==> src/rtl/accel_txn_scheduler.sv <==
// accel_txn_scheduler: sequences all SPI traffic to the accelerometer.
// One configuration pass (T0 soft reset, T1 filter/range, T2 measurement mode)
// runs after enable rises. Periodic 5-byte sample reads follow, and each read
// publishes X/Y/Z as one coherent set. Chip select is owned here. The byte
// engine is fed over a valid/ready handshake.
// Optional build macro ACCEL_ID_CHECK_EN: reads the device ID before T0 and
// parks in ERR (id_err=1) on a mismatch.
//
// state      | meaning
// IDLE       | waiting for enable, cs high
// ID_XFER    | reading device ID (ACCEL_ID_CHECK_EN only)
// ERR        | ID mismatch, cs high until enable drops (ACCEL_ID_CHECK_EN only)
// INIT_XFER  | sending configuration transaction T0/T1/T2
// GAP        | cs held high for CS_GAP cycles after any transaction
// RST_WAIT   | device settling time after the soft-reset transaction
// POLL_WAIT  | interval between sample reads
// POLL_XFER  | reading X/Y/Z sample registers
module accel_txn_scheduler #(
    parameter int CS_GAP     = 4,
    parameter int RESET_WAIT = 50000,
    parameter int POLL_DIV   = 100000
) (
    input  logic       clk,
    input  logic       rst,
    input  logic       enable,
    output logic       cs,
    output logic       byte_valid,
    output logic [7:0] byte_out,
    input  logic       byte_ready,
    input  logic [7:0] byte_in,
    output logic       init_done,
    output logic [7:0] sample_x,
    output logic [7:0] sample_y,
    output logic [7:0] sample_z,
    output logic       sample_valid,
    output logic       id_err
);

    localparam int CNT_MAX_A = (CS_GAP > RESET_WAIT) ? CS_GAP : RESET_WAIT;
    localparam int CNT_MAX   = (CNT_MAX_A > POLL_DIV) ? CNT_MAX_A : POLL_DIV;
    localparam int CNT_W     = $clog2(CNT_MAX) + 1;

    localparam logic [2:0] TX_T0   = 3'd0;
    localparam logic [2:0] TX_T1   = 3'd1;
    localparam logic [2:0] TX_T2   = 3'd2;
    localparam logic [2:0] TX_POLL = 3'd3;
`ifdef ACCEL_ID_CHECK_EN
    localparam logic [2:0] TX_ID     = 3'd4;
    localparam logic [2:0] FIRST_TXN = TX_ID;
    localparam logic [7:0] DEV_ID    = 8'hAD;
`else
    localparam logic [2:0] FIRST_TXN = TX_T0;
`endif

    typedef enum logic [2:0] {
        IDLE      = 3'd0,
`ifdef ACCEL_ID_CHECK_EN
        ID_XFER   = 3'd1,
        ERR       = 3'd2,
`endif
        INIT_XFER = 3'd3,
        GAP       = 3'd4,
        RST_WAIT  = 3'd5,
        POLL_WAIT = 3'd6,
        POLL_XFER = 3'd7
    } state_t;

    // Transaction ROM: byte i of transaction t.
    function automatic logic [7:0] txn_byte(input logic [2:0] t, input logic [2:0] i);
        logic [7:0] b;
        b = 8'h00;
        case (t)
            TX_T0:   b = (i == 3'd0) ? 8'h0A : (i == 3'd1) ? 8'h1F : (i == 3'd2) ? 8'h52 : 8'h00;
            TX_T1:   b = (i == 3'd0) ? 8'h0A : (i == 3'd1) ? 8'h2C : (i == 3'd2) ? 8'h13 : 8'h00;
            TX_T2:   b = (i == 3'd0) ? 8'h0A : (i == 3'd1) ? 8'h2D : (i == 3'd2) ? 8'h02 : 8'h00;
            TX_POLL: b = (i == 3'd0) ? 8'h0B : (i == 3'd1) ? 8'h08 : 8'h00;
`ifdef ACCEL_ID_CHECK_EN
            TX_ID:   b = (i == 3'd0) ? 8'h0B : 8'h00;
`endif
            default: b = 8'h00;
        endcase
        return b;
    endfunction

    function automatic logic [2:0] last_idx(input logic [2:0] t);
        return (t == TX_POLL) ? 3'd4 : 3'd2;
    endfunction

    state_t           state_q, state_d;
    logic [2:0]       txn_q, txn_d;
    logic [2:0]       idx_q, idx_d;
    logic [CNT_W-1:0] cnt_q, cnt_d;
    logic             cs_q, cs_d;
    logic             bv_q, bv_d;
    logic [7:0]       bo_q, bo_d;
    logic             init_done_q, init_done_d;
    logic             stop_q, stop_d;
    logic [7:0]       shx_q, shx_d, shy_q, shy_d;
    logic [7:0]       sx_q, sx_d, sy_q, sy_d, sz_q, sz_d;
    logic             sv_q, sv_d;
    logic             start;
    logic [2:0]       start_txn;
`ifdef ACCEL_ID_CHECK_EN
    logic             id_err_q, id_err_d;
`endif

    // Next-state and next-output logic; every register has a held default.
    always_comb begin
        state_d     = state_q;
        txn_d       = txn_q;
        idx_d       = idx_q;
        cnt_d       = cnt_q;
        cs_d        = cs_q;
        bv_d        = bv_q;
        bo_d        = bo_q;
        init_done_d = init_done_q;
        stop_d      = stop_q;
        shx_d       = shx_q;
        shy_d       = shy_q;
        sx_d        = sx_q;
        sy_d        = sy_q;
        sz_d        = sz_q;
        sv_d        = 1'b0;
        start       = 1'b0;
        start_txn   = TX_T0;
`ifdef ACCEL_ID_CHECK_EN
        id_err_d    = id_err_q;
`endif
        case (state_q)
            IDLE: begin
                if (enable) begin
                    start     = 1'b1;
                    start_txn = FIRST_TXN;
                end
            end
`ifdef ACCEL_ID_CHECK_EN
            ID_XFER,
`endif
            INIT_XFER, POLL_XFER: begin
                // A transaction in flight always completes; enable low is remembered.
                if (!enable) stop_d = 1'b1;
                if (byte_ready && bv_q) begin
                    if (txn_q == TX_POLL) begin
                        case (idx_q)
                            3'd2: shx_d = byte_in;
                            3'd3: shy_d = byte_in;
                            3'd4: begin
                                sx_d = shx_q;
                                sy_d = shy_q;
                                sz_d = byte_in;
                                sv_d = 1'b1;
                            end
                            default: ;
                        endcase
                    end
                    if (idx_q == last_idx(txn_q)) begin
                        cs_d    = 1'b1;
                        bv_d    = 1'b0;
                        state_d = GAP;
                        cnt_d   = CNT_W'(CS_GAP - 1);
`ifdef ACCEL_ID_CHECK_EN
                        if (txn_q == TX_ID && byte_in != DEV_ID) begin
                            state_d  = ERR;
                            id_err_d = 1'b1;
                        end
`endif
                    end else begin
                        idx_d = idx_q + 3'd1;
                        bo_d  = txn_byte(txn_q, idx_q + 3'd1);
                    end
                end
            end
            GAP: begin
                if (!enable || stop_q) begin
                    state_d = IDLE;
                end else if (cnt_q == '0) begin
                    case (txn_q)
                        TX_T0: begin
                            state_d = RST_WAIT;
                            cnt_d   = CNT_W'(RESET_WAIT - 1);
                        end
                        TX_T1: begin
                            start     = 1'b1;
                            start_txn = TX_T2;
                        end
`ifdef ACCEL_ID_CHECK_EN
                        TX_ID: begin
                            start     = 1'b1;
                            start_txn = TX_T0;
                        end
`endif
                        default: begin
                            init_done_d = 1'b1;
                            state_d     = POLL_WAIT;
                            cnt_d       = CNT_W'(POLL_DIV - 1);
                        end
                    endcase
                end else begin
                    cnt_d = cnt_q - CNT_W'(1);
                end
            end
            RST_WAIT: begin
                if (!enable) begin
                    state_d = IDLE;
                end else if (cnt_q == '0) begin
                    start     = 1'b1;
                    start_txn = TX_T1;
                end else begin
                    cnt_d = cnt_q - CNT_W'(1);
                end
            end
            POLL_WAIT: begin
                if (!enable) begin
                    state_d = IDLE;
                end else if (cnt_q == '0) begin
                    start     = 1'b1;
                    start_txn = TX_POLL;
                end else begin
                    cnt_d = cnt_q - CNT_W'(1);
                end
            end
`ifdef ACCEL_ID_CHECK_EN
            ERR: begin
                if (!enable) state_d = IDLE;
            end
`endif
            default: state_d = IDLE;
        endcase

        if (start) begin
            txn_d = start_txn;
            idx_d = 3'd0;
            cs_d  = 1'b0;
            bv_d  = 1'b1;
            bo_d  = txn_byte(start_txn, 3'd0);
            if (start_txn == TX_POLL) state_d = POLL_XFER;
`ifdef ACCEL_ID_CHECK_EN
            else if (start_txn == TX_ID) state_d = ID_XFER;
`endif
            else state_d = INIT_XFER;
        end

        // Entering IDLE drops the configured status; samples are kept.
        if (state_d == IDLE) begin
            init_done_d = 1'b0;
            stop_d      = 1'b0;
            cnt_d       = '0;
`ifdef ACCEL_ID_CHECK_EN
            id_err_d    = 1'b0;
`endif
        end
    end

    // State and output registers; reset forces cs high at once, aborting any transfer.
    always_ff @(posedge clk or posedge rst) begin
        if (rst) begin
            state_q     <= IDLE;
            txn_q       <= TX_T0;
            idx_q       <= 3'd0;
            cnt_q       <= '0;
            cs_q        <= 1'b1;
            bv_q        <= 1'b0;
            bo_q        <= 8'h00;
            init_done_q <= 1'b0;
            stop_q      <= 1'b0;
            shx_q       <= 8'h00;
            shy_q       <= 8'h00;
            sx_q        <= 8'h00;
            sy_q        <= 8'h00;
            sz_q        <= 8'h00;
            sv_q        <= 1'b0;
`ifdef ACCEL_ID_CHECK_EN
            id_err_q    <= 1'b0;
`endif
        end else begin
            state_q     <= state_d;
            txn_q       <= txn_d;
            idx_q       <= idx_d;
            cnt_q       <= cnt_d;
            cs_q        <= cs_d;
            bv_q        <= bv_d;
            bo_q        <= bo_d;
            init_done_q <= init_done_d;
            stop_q      <= stop_d;
            shx_q       <= shx_d;
            shy_q       <= shy_d;
            sx_q        <= sx_d;
            sy_q        <= sy_d;
            sz_q        <= sz_d;
            sv_q        <= sv_d;
`ifdef ACCEL_ID_CHECK_EN
            id_err_q    <= id_err_d;
`endif
        end
    end

    assign cs           = cs_q;
    assign byte_valid   = bv_q;
    assign byte_out     = bo_q;
    assign init_done    = init_done_q;
    assign sample_x     = sx_q;
    assign sample_y     = sy_q;
    assign sample_z     = sz_q;
    assign sample_valid = sv_q;
`ifdef ACCEL_ID_CHECK_EN
    assign id_err       = id_err_q;
`else
    assign id_err       = 1'b0;
`endif

endmodule

==> config.mk <==
export PLATFORM = sky130hd
export DESIGN_NAME = accel_txn_scheduler
export DESIGN_NICKNAME = d
export VERILOG_FILES = /design/src/rtl/accel_txn_scheduler.sv
export SDC_FILE = /design/constraint.sdc
export NUM_CORES = 1
export LEC_CHECK = 0
export ABC_AREA = 1
export BUFFER_PORTS_ARGS = -buffer_cell sky130_fd_sc_hd__buf_2
export CORE_UTILIZATION = 57
export DETAILED_ROUTE_END_ITERATION = 7
export PLACE_DENSITY = 0.77
export SLEW_MARGIN = 20
export SYNTH_ARGS = -nofsm -noshare
export SYNTH_HDL_FRONTEND = slang
export SYNTH_SLANG_ARGS = --single-unit
==> constraint.sdc <==
create_clock -name clk -period 5.7 [get_ports clk]
set_clock_uncertainty 0.2 [all_clocks]
set_input_delay 0.285 -clock clk [delete_from_list [all_inputs] [get_ports clk]]
set_output_delay 0.285 -clock clk [all_outputs]
set_load 0.02 [all_outputs]
Word level (Yosys, flattened, before mapping)
Index checks and enable logic that the tools add are counted.
{"block": "classes", "div": 0, "n_eq_ne": 27, "magnitude_cmp": 0, "n_mul": 0, "shift": 0, "reduce_logical": 28, "bitwise_logic": 0, "mux": 75, "add_sub_neg": 2}
{"cell": "2-to-1 mux 18 bit", "count": 7}
{"cell": "case mux 18 bit (3 select lines)", "count": 1}
{"cell": "2-to-1 mux 3 bit", "count": 12}
{"cell": "case mux 18 bit (2 select lines)", "count": 1}
{"cell": "2-to-1 mux 8 bit", "count": 4}
{"cell": "2-to-1 mux 1 bit", "count": 28}
{"cell": "case mux 7 bit (4 select lines)", "count": 1}
{"cell": "== test 3 x 2 -> 1 bit (second input constant)", "count": 8}
{"cell": "2-to-1 mux 6 bit", "count": 4}
{"cell": "2-to-1 mux 7 bit", "count": 3}
{"cell": "zero test 18 bit", "count": 1}
{"cell": "subtractor 18 x 1 -> 18 bit (second input constant)", "count": 1}
{"cell": "AND reduction 4 bit", "count": 4}
{"cell": "== test 3 bit (second input constant)", "count": 5}
{"cell": "zero test 3 bit", "count": 5}
{"cell": "2-to-1 mux 2 bit", "count": 6}
{"cell": "case mux 3 bit (4 select lines)", "count": 1}
{"cell": "nonzero test 2 bit", "count": 6}
{"cell": "== test 3 x 1 -> 1 bit (second input constant)", "count": 3}
{"cell": "inequality test 3 bit (second input constant)", "count": 3}
{"cell": "2-to-1 mux 4 bit", "count": 2}
{"cell": "case mux 4 bit (2 select lines)", "count": 1}
{"cell": "AND reduction 7 bit", "count": 1}
{"cell": "inequality test 2 x 1 -> 1 bit (second input constant)", "count": 3}
{"cell": "18 further kinds", "count": 21}
{"block": "word_totals", "mem_bits_ro": 0, "ram_bits": 0, "word_cells": 147, "input_bits": 12, "register_bits": 80, "latch_bits": 0, "output_inout_bits": 37, "memories": 0}

Depth between registers and ports, before layout
Gate-level depths: netlist (run 1).
{"block": "logic_depth", "ltp_word": 11, "mapped_depth": 13, "depth_no_buf": 13}

Worst setup path before layout (run 1)
No wires, ideal clock.
{"block": "synth_timing", "kind": "register to register", "start": "register cnt_q[0]", "end": "register cnt_q[3]", "setup_time_ns": 0.117, "required_ns": 5.383, "arrival_ns": 1.569, "path_buffers": 1, "synth_period_minus_slack_ns": 1.885, "path_slack_ns": 3.815, "stages_incl_launch_ff": 13, "path_cell_list": "dfrtp_1 -> inv_1 -> ha_1 -> inv_1 -> nor2_1 -> nand3_1 -> nor2_2 -> nand2_1 -> a21boi_2 -> nor2_4 -> buf_6 -> nand2_1 -> nand2_1"}
{"block": "synth_between", "elab_chain_len": 10, "word_cells_on_any_way": 35, "cone_classes": "add/sub: 1; eq/ne: 7; mux: 23; reduce/logical: 4"}
{"item": "start: declaration", "line_no": "92", "text": "logic [CNT_W-1:0] cnt_q, cnt_d;"}
{"item": "start signal: assignment", "line_no": "279", "text": "cnt_q <= cnt_d;"}
{"item": "zero test 18 bit", "line_no": "176, 205, 215"}
{"item": "2-to-1 mux 2 bit, or another cell as far along", "line_no": "215", "text": "end else if (cnt_q == '0) begin"}
{"item": "2-to-1 mux 2 bit, or another cell as far along", "line_no": "213", "text": "if (!enable) begin"}
{"item": "case mux 2 bit (3 select lines)", "line_no": "129", "text": "case (state_q)"}
{"item": "== test 3 x 2 -> 1 bit", "line_no": "236", "text": "if (start_txn == TX_POLL) state_d = POLL_XFER;"}
{"item": "2-to-1 mux 3 bit", "line_no": "236"}
{"item": "2-to-1 mux 3 bit", "line_no": "230", "text": "if (start) begin"}
{"item": "zero test 3 bit", "line_no": "244", "text": "if (state_d == IDLE) begin"}
{"item": "inequality test 4 bit (no source line), or another cell as far along"}
{"item": "AND reduction 7 bit (no source line)"}
Several ways; a longest one is shown, not always the timed one. The select of a mux whose other input is x is not followed.
A chain may end at the register's enable or synchronous reset.

Worst setup path in the final report (run 1)
{"block": "layout_timing", "start": "register state_q[1]", "end": "register bo_q[0], in the netlist byte_out[0]"}
{"block": "layout_between", "elab_chain_len": 6, "word_cells_on_any_way": 21, "cone_classes": "eq/ne: 9; mux: 4; reduce/logical: 8"}
{"item": "start: declaration", "line_no": "89", "text": "state_t state_q, state_d;"}
{"item": "start signal: assignment", "line_no": "276", "text": "state_q <= state_d;"}
{"item": "== test 3 bit", "line_no": "129"}
{"item": "case mux 2 bit (3 select lines)", "line_no": "129"}
{"item": "== test 3 x 2 -> 1 bit, or another cell as far along", "line_no": "72", "text": "case (t)"}
{"item": "OR reduction 3 bit (no source line)"}
{"item": "case mux 4 bit (2 select lines)", "line_no": "72"}
{"item": "2-to-1 mux 8 bit", "line_no": "230"}
{"item": "end signal: assignment", "line_no": "282", "text": "bo_q <= bo_d;"}
{"item": "end: declaration", "line_no": "95", "text": "logic [7:0] bo_q, bo_d;"}
Several ways; a longest one is shown, not always the timed one.

==> flow_summary.ini, run 1 <==
[yosys]
synth.avg_cell_area_um2 = 7.68
synth_top_cell_by_area = dfrtp_1
synth_ff_type = dfrtp_1
muxShareOfSynthArea_pct = 0
syn_inst = 535
synth_compound_area_share_pct = 6.03
synth.most_common_cell = nand2_1
synth-seq-cells = 78
synth_edf_count = 0
synthTopCellsByArea = dfrtp_1 47%, nand2_1 20%, nor2_1 4.7%
synthSimpleGateAreaFrac_pct = 35.1
async_flop_share_pct = 100
synthDistinctLibCells = 36
synth_fa_ha_area_share_pct = 2.74
synth_commonest_cells = 217 x nand2_1, 77 x dfrtp_1, 51 x nor2_1
netlist_area_um2 = 4110
synth_xor_area_share_pct = 2.34
ys.warnings.count = 0
synth.top_cell.area_share_pct = 46.9
yosysSeqAreaShare_pct = 47.5
synth_top_family_by_area = simple AND/OR/NAND/NOR gates

[power_and_ir_drop]
powerDensity_nw_per_um2 = 360
p_leak_nw = 2.73
ir_drop_v = 0.000206

[sta]
rsz0062_at_grt = false
hold-worst-slack_ns = -0.00393
tightest_slew_ns = 0.793
finalHoldViolations = 1
slew_violations = 0
fin_tns_setup_ns = 0
finalCritPeriodShare_pct = 42.4
fmaxAchievable_mhz = 414
min_period_ns = 2.42
maxSlewHeadroom_pct = 47.0
final-setup-viol-count = 0

[clocking]
h-tree-depth = 3
tritoncts = built
cts_root_buf = clkbuf_8
clkLatencyLatePin_ns = 0.36
clock-sinks = 78
cts_setup_buffers = 0
path_clk_slew_ns = 0.09
cts_resized = 0
cts_inserted_buffers = 9
max-clock-path-buffers = 2

[finish]
nFillCells = 604
syn_to_final_growth_pct = 11.7
fin_nets = 605
drive_gt1_share_pct = 15.3
antenna_cells = 0

[detailed_routing]
ant_nets = 0
drtPass1Iterations = 5
drc = 0
viasPerCell = 5.14
drt_iter0_drc = 218
vias = 3519
wl_um = 9060
drt-wirelength-per-cell_um = 13.2

[grt]
grt_pass1_wl_um = 15500
grtUsageTotal_pct = 26.6
grt_max_degree = 79
overflow = 0
antenna_found_initial = 0
grt_pass1_vias = 3318

[status]
status = complete, but fails checks
violations = hold timing

[floorplanning]
fp.dieW_um = 86.9
row_count = 30
die_y_um = 86.9
ioPinCount = 49
core_region_area_um2 = 6870
dieArea_um2 = 7550
start_util_pct = 59.8

[place]
gp_congestion = 0.958
hpwl_um = 6350
numPortBuffers = 46

[worst_hold_path]
hp-start = byte_in[0]
worstHoldPathType = in -> reg

[worst_setup_path]
startpoint_type = register
worstSetupPathType = reg -> reg
cp_data_required_time_ns = 5.75
timing.rr.start = state_q[1]
cp-end-kind = register
cp.arrival_ns = 2.46
cp-startpoint = state_q[1]
crit_fanout = 11

[flow_run]
max_cap_violations = 0
==> area by class of cell <==
| type | instances | area [um2] | area share [%] |
|---|---|---|---|
| clock buffer | 9 | 124 | 2.70 |
| clock inverter | 7 | 56.3 | 1.23 |
| inverter | 44 | 165 | 3.60 |
| multi-input combinational | 402 | 1910 | 41.6 |
| sequential | 78 | 1950 | 42.6 |
| tap | 96 | 120 | 2.62 |
| timing repair buffer | 49 | 263 | 5.73 |
==> cells in the final DEF (no fill, tap or decap), types with 7 or more instances in the layout <==
master      n
dfrtp_1    77
ha_1        9
xor2_1      9
nor2_1     51
inv_1      40
nand2_1   217
buf_2      46
clkbuf_8    9
a21oi_1     8
nand3_1    36
o21ai_0    32
nand4_1     7
==> report_power, final <==
group / internal (mW) / total (mW) / switching (mW)
sequential: 0.593 / 0.624 / 0.0307
combinational: 0.211 / 0.640 / 0.428
clock: 0.163 / 0.389 / 0.226
==> worst paths after layout <==
path | cells past startpoint | slack [ns] | end
max | 10 | 3.28 | byte_out[0]
min | 3 | -0.004 | shx_q[0]
max reg2reg | 10 | 3.28 | byte_out[0]
min reg2reg | 2 | 0.27 | byte_out[4]
max in group asynchronous | 4 | 4.36 | idx_q[2]
min in group asynchronous | 4 | 0.45 | sample_y[4]
==> worst max-delay path, stage by stage, from the launching register on <==
cell	delay, ns
dfrtp_1	0.42
nand2_1	0.14
nand2_2	0.16
nor2_1	0.65
nand2_1	0.10
nand2_1	0.10
nand2_1	0.08
nand2_2	0.17
o21ai_0	0.15
nand2_1	0.09
nand2_1	0.06
==> metal layers <==
| metal | wire [um] | global-route usage (%) | part of all wire [%] | vias up |
|---|---|---|---|---|
| met5 | 0 | 0 | 0 | - |
| met4 | 102 | 7.42 | 1.1 | 0 |
| met1 | 4340 | 38.0 | 48 | 1638 |
| met2 | 4220 | 41.4 | 47 | 97 |
| met3 | 406 | 5.21 | 4.5 | 12 |
| li1 | - | - | - | 1772 |
==> flip-flops by register name, summed over array words and instances, names as in the netlist, 2 cells and up <==
signal,flops
sample_z,8
byte_out,7
shx_q,8
sample_y,8
sample_x,8
txn_q,2
state_q,3
cnt_q,18
shy_q,8
idx_q,3
==> repair_timing <==
action | 4_1_cts | 5_1_grt
hold buffers | 0 | 1
endpoints found under the hold margin | 0 | 19
endpoints found under the setup margin | 0 | 0
==> kinds of logic after synthesis <==
kind of cell             Yosys count
buffers and inverters             56
XOR/XNOR                          11
flip-flops                        78
AND/OR/NAND/NOR                  334
other                              1
AO/OA/AOI/OAI                     46
adder cells (fa/ha/maj)            9
==> through the flow <==
| stage | instance area (um2) | util [%] | setup slack [ns] | total power, mW | std cells |
|---|---|---|---|---|---|
| after floorplan | 4110 | - | 3.22 | 1.15 | 536 |
| after global routing | 4590 | 66.8 | 3.09 | 1.77 | 685 |
| after CTS | 4560 | 66.4 | 2.67 | 1.65 | 683 |
| after detailed placement | 4380 | 63.8 | 2.68 | 1.26 | 667 |
| final | 4590 | 66.8 | 3.28 | 1.65 | 685 |
| after global placement | 4380 | 63.8 | 2.87 | 1.25 | 667 |
Note: power is estimated with default switching activity, not from simulation.
==> run 2, diff against run 1 <==
--- a/config.mk
+++ b/config.mk
@@ -5,7 +5,7 @@
 export SDC_FILE = /design/constraint.sdc
 export NUM_CORES = 1
 export LEC_CHECK = 0
-export ABC_AREA = 1
+export ABC_AREA = 0
 export BUFFER_PORTS_ARGS = -buffer_cell sky130_fd_sc_hd__buf_2
 export CORE_UTILIZATION = 57
 export DETAILED_ROUTE_END_ITERATION = 7
==> constraint.sdc (replaced) <==
create_clock -name clk -period 2.4 [get_ports clk]
set_clock_uncertainty 0.2 [all_clocks]
set_input_delay 0.12 -clock clk [delete_from_list [all_inputs] [get_ports clk]]
set_output_delay 0.12 -clock clk [all_outputs]
set_load 0.02 [all_outputs]
==> flow_summary.ini, run 2 <==
[grt]
grt_max_degree = 40
antenna_found_initial = 0
grtUsageTotal_pct = 31.6
grt_pass1_wl_um = 18100
grt_pass1_vias = 3697
overflow = 0

[power_and_ir_drop]
p_leak_nw = 2.68
ir_drop_v = 0.000648
p_sw_share_pct = 39.6
combinationalPowerShare_pct = 48.2
p_switching_mw = 2.11
internal-power_mw = 3.22
powerDensity_nw_per_um2 = 976
p_seq_share_pct = 29.6
report.power.total_mw = 5.32
clkPwrFrac_pct = 22.1

[yosys]
synth.top_cell.area_share_pct = 46.9
syn_inst = 385
synthDistinctLibCells = 67
synth_edf_count = 0
ys.warnings.count = 0
synth-seq-cells = 78
netlist_area_um2 = 4110
synth.most_common_cell = dfrtp_1
synth_ff_type = dfrtp_1
synthTopCellsByArea = dfrtp_1 47%, mux2_2 11%, a21oi_1 3.2%
yosysSeqAreaShare_pct = 47.5
synth_commonest_cells = 77 x dfrtp_1, 41 x mux2_2, 28 x nor2_1
synth_top_cell_by_area = dfrtp_1
async_flop_share_pct = 100
synth.avg_cell_area_um2 = 10.7

[place]
place_area_um2 = 4830
dp_cells = 562
numPortBuffers = 46
hpwl_um = 7240
gp_congestion = 0.916

[worst_hold_path]
holdPathStages = 3
whs_endpoint = txn_q[0]
hp-start = enable
worstHoldPathType = in -> reg

[worst_setup_path]
crit_fanout = 5
cp_slowest_cell = dfrtp_1
critPathTopFamily = simple AND/OR/NAND/NOR gates
cp-startpoint = cnt_q[0]
cp.arrival_ns = 2.49
worstSetupPathType = reg -> reg
cp_data_required_time_ns = 2.46
crit_buf_inv = 3
startpoint_type = register
timing.rr.start = cnt_q[0]
r2r_cells = 10
rrSetupSlack_ns = -0.03
worstReg2RegEnd = cnt_q[2]
crit_path_cell_trace = inv_2 > ha_4 > nor4b_4 > and4_4 > a21boi_4 > o211ai_2 > buf_4 > buf_6 > o21ai_1 > a31oi_1
cp-end-kind = register
cpPeakStageDelay_ns = 0.40

[floorplanning]
fp.dieW_um = 86.9
ioPinCount = 49
core_region_area_um2 = 6870
row_count = 30
start_util_pct = 59.8
dieArea_um2 = 7550
die_y_um = 86.9

[detailed_routing]
viasPerCell = 6.33
drt-wirelength-per-cell_um = 19.8
wl_um = 11900
drc = 0
ant_nets = 0
drt_iter0_drc = 373
vias = 3792
drtPass1Iterations = 5

[sta]
slew_violations = 0
finalWorstSetupSlack_ns = -0.0282
maxSlewHeadroom_pct = 51.6
fmaxAchievable_mhz = 412
hold-worst-slack_ns = 0.0360
min_period_ns = 2.43
final-setup-viol-count = 6
finalHoldViolations = 0
rsz0062_at_grt = true
finalCritPeriodShare_pct = 101
tightest_slew_ns = 0.726

[clocking]
cts_root_buf = clkbuf_8
max-clock-path-buffers = 2
h-tree-depth = 3
path_clk_slew_ns = 0.09
tritoncts = built
clkLatencyLatePin_ns = 0.35
clock-sinks = 78
cts_inserted_buffers = 9

[finish]
top_register = cnt_q
instances_no_fill = 599
syn_to_final_growth_pct = 32.7
largest_register_ffs = 18
fin_nets = 519
drive_gt1_share_pct = 44.3
final_common_cell = dfrtp_1
antenna_cells = 0
design_area_um2 = 5450
layout_common_cells = 75 x dfrtp_1, 55 x buf_4, 47 x buf_2

[status]
violations = setup timing
status = complete, but fails checks

[flow_run]
max_cap_violations = 0
run 2: cell types whose count changed after synthesis, sizes merged, moves of 8 or more:
cell | previous run | this run
nor2 | 60 | 30
buf | 7 | 15
xor2 | 9 | 1
or4 | 0 | 8
o31ai | 0 | 10
nand3 | 37 | 11
nand2 | 224 | 19
nor3 | 1 | 13
inv | 43 | 14
a21oi | 8 | 27
mux2 | 0 | 41
o21ai | 33 | 21
run 2: cell type report:
cell class | count | area, um2
Multi-Input combinational cell | 274 | 2190
Sequential cell | 78 | 1960
Fill cell | 437 | 1420
Timing Repair Buffer | 121 | 895
Clock buffer | 9 | 124
Tap cell | 96 | 120
Clock inverter | 7 | 111
Inverter | 14 | 53.8
run 2: per-stage QoR:
stage          setup slack [ns]  TNS [ns]  util [%]
5_1_grt                  -0.138     -1.35      79.4
3_5_place_dp             -0.137     -1.86      70.3
4_1_cts                 0.00208         0      77.0
3_3_place_gp            -0.0917   -0.0917      70.3
2_1_floorplan            0.0390         0         -
6_report                -0.0282    -0.102      79.4
run 2: layer usage:
| metal | vias to the layer above | part of all wire [%] | global-route usage (%) |
|---|---|---|---|
| met5 | - | 0 | 0 |
| met4 | 0 | 2.9 | 14.5 |
| met3 | 44 | 6.5 | 6.73 |
| met2 | 214 | 52 | 53.9 |
| met1 | 1888 | 39 | 38.5 |
| li1 | 1646 | - | - |
run 2: worst min-delay path, delay by kind of cell:
kind                   cells  cell delay (ns)
AO/OA/AOI/OAI              1             0.10
buffers and inverters      1             0.15
AND/OR/NAND/NOR            1             0.17
run 2: power by group through the flow:
stage / logic, mW / registers (mW) / clock network [mW]
global placement: 1.93 / 1.58 / 0
global route: 2.72 / 1.59 / 1.24
floorplan: 1.19 / 1.59 / 0
finish: 2.57 / 1.58 / 1.18
detailed placement: 2.00 / 1.59 / 0
CTS: 2.18 / 1.57 / 1.18
run 2: what timing repair did:
item,4_1_cts,5_1_grt
endpoints found under the setup margin,35,33
hold buffers,9,0
gates resized for setup,18,29
setup buffers,7,5
cloned,0,1
pin swaps,8,17
endpoints found under the hold margin,60,0
run 2: worst max-delay path by stage:
stage	to	cells after the start
2_1_floorplan	cnt_q[5]	9
3_3_place_gp	cnt_q[15]	7
3_5_place_dp	cnt_q[7]	9
4_1_cts	cnt_q[17]	9
5_1_grt	cnt_q[12]	10
6_report	cnt_q[2]	10
run 2: logic make-up (layout without fill, tap and decap cells):
kind of cell	after synthesis	after routing	synth area share (%)
compound gates	96	96	16.0
xor+xnor	3	3	0.640
fa+ha+maj	9	9	2.74
buf+inv	34	151	3.78
flops	78	78	47.5
mux	43	43	11.7
other cells	1	2	0.0913
simple gates	121	121	17.5
==> run 3, diff against run 2 <==
--- a/config.mk
+++ b/config.mk
@@ -10,6 +10,7 @@
 export CORE_UTILIZATION = 57
 export DETAILED_ROUTE_END_ITERATION = 7
 export PLACE_DENSITY = 0.77
+export RECOVER_POWER = 25
 export SLEW_MARGIN = 20
 export SYNTH_ARGS = -nofsm -noshare
 export SYNTH_HDL_FRONTEND = slang
==> flow_summary.ini, run 3 (synthesis gave the netlist of run 2 again) <==
[grt]
grt_pass1_wl_um = 18100
overflow = 0
grt_max_degree = 40
grtUsageTotal_pct = 31.6
antenna_found_initial = 0
grt_pass1_vias = 3697

[sta]
finalCritPeriodShare_pct = 101
min_period_ns = 2.42
finalWorstSetupSlack_ns = -0.0230
fmaxAchievable_mhz = 413
final-setup-viol-count = 5
slew_violations = 39
hold-worst-slack_ns = 0.0338
fin_tns_setup_ns = -0.0801
finalHoldViolations = 0
tightest_slew_ns = 1.59
rsz0062_at_grt = true
maxSlewHeadroom_pct = -6.39

[finish]
final_common_cell = dfrtp_1
fin_nets = 519
syn_to_final_growth_pct = 32.5
multi_input_area_um2 = 2190
nFillCells = 443
regArea_um2 = 1960
top_register = cnt_q
antenna_cells = 0
drive_gt1_share_pct = 42.9
layout_common_cells = 75 x dfrtp_1, 55 x buf_4, 41 x mux2_2, 41 x buf_2, 28 x nor2_1
utilization_pct = 79.3
largest_register_ffs = 18

[power_and_ir_drop]
powerDensity_nw_per_um2 = 978
p_leak_nw = 2.66
ir_drop_v = 0.000651
report.power.total_mw = 5.32

[worst_hold_path]
holdPathStages = 3
hp-start = enable
worstHoldPathType = in -> reg
whs_endpoint = txn_q[0]

[worst_setup_path]
r2r_cells = 7
worstSetupPathType = reg -> reg
crit_fanout = 6
worstReg2RegEnd = cnt_q[17]
startpoint_type = register
cp-end-kind = register
rrSetupSlack_ns = -0.02
cp.arrival_ns = 2.50
cp_data_required_time_ns = 2.48
timing.rr.start = cnt_q[4]

[floorplanning]
fp.dieW_um = 86.9
row_count = 30
die_y_um = 86.9
ioPinCount = 49
start_util_pct = 59.8
dieArea_um2 = 7550
core_region_area_um2 = 6870

[clocking]
cts_inserted_buffers = 9
max-clock-path-buffers = 2
tritoncts = built
cts_root_buf = clkbuf_8
path_clk_slew_ns = 0.09
clock-sinks = 78
h-tree-depth = 3
clkLatencyLatePin_ns = 0.35

[detailed_routing]
drtPass1Iterations = 5
ant_nets = 0
drt_iter0_drc = 406
vias = 3762
wl_um = 11900
viasPerCell = 6.28
drc = 0
drt-wirelength-per-cell_um = 19.8

[status]
status = complete, but fails checks
violations = capacitance limit, slew limit, setup timing

[place]
gp_congestion = 0.916
hpwl_um = 7240
numPortBuffers = 46

[flow_run]
max_cap_violations = 1
-- run 3: cell count changes in the layout (fill, tap and decap cells not counted) --
cell,before,now
buf_2,47,41
inv_1,11,12
clkbuf_1,0,6
clkinv_2,1,0
-- run 3: report_power, final --
| group | leakage, nW | switching [mW] | internal [mW] | total, mW |
|---|---|---|---|---|
| sequential | 1.06 | 0.150 | 1.43 | 1.58 |
| combinational | 1.48 | 1.39 | 1.17 | 2.57 |
| clock | 0.120 | 0.562 | 0.613 | 1.18 |
| total | 2.66 | 2.11 | 3.22 | 5.32 |
-- run 3: worst max-delay path, cell delays in order, from the launching register on --
cell and delay (ns):
dfrtp_1 0.47, nor4_4 0.29, buf_4 0.21, and3_4 0.21
nand2_2 0.06, or4_4 0.42, or3_4 0.34, a21oi_2 0.15
-- run 3: how the worst max path moves through the flow --
stage              start        end  slack (ns)
6_report        cnt_q[4]  cnt_q[17]       -0.02
5_1_grt         cnt_q[0]  cnt_q[12]       -0.14
4_1_cts         cnt_q[1]  cnt_q[17]       0.002
3_5_place_dp    cnt_q[0]   cnt_q[7]       -0.14
3_3_place_gp   cnt_q[11]  cnt_q[15]       -0.09
2_1_floorplan   cnt_q[0]   cnt_q[5]        0.04
-- run 3: cell type report --
| cell class | instances | area share (%) |
|---|---|---|
| inverters | 14 | 0.965 |
| clock inverters | 7 | 2.05 |
| flip-flops and latches | 78 | 35.9 |
| clock buffers | 9 | 2.28 |
| multi-input cells | 274 | 40.3 |
| repair buffers | 121 | 16.3 |
| well taps | 96 | 2.21 |
-- run 3: layer usage --
metal	GRT usage [%]	vias up	wire length, um
li1	-	1650	-
met1	38.5	1873	4680
met2	53.9	188	6140
met3	6.73	51	671
met4	14.5	0	383
met5	0	-	0
-- run 3: what timing repair did --
action,4_1_cts,5_1_grt
setup buffers,7,5
resized for setup,18,29
hold buffers,9,0
hold endpoints to repair,60,0
setup endpoints to repair,35,33
pin swaps,8,17
gates cloned,0,1
-- run 3: metrics by stage --
| stage | worst slack, ns | cell area [um2] | std cells |
|---|---|---|---|
| after global placement | -0.0917 | 4830 | 562 |
| after detailed placement | -0.137 | 4830 | 562 |
| after global routing | -0.138 | 5440 | 599 |
| final | -0.0230 | 5440 | 599 |
| after floorplan | 0.0390 | 4110 | 386 |
| after CTS | 0.00208 | 5290 | 593 |
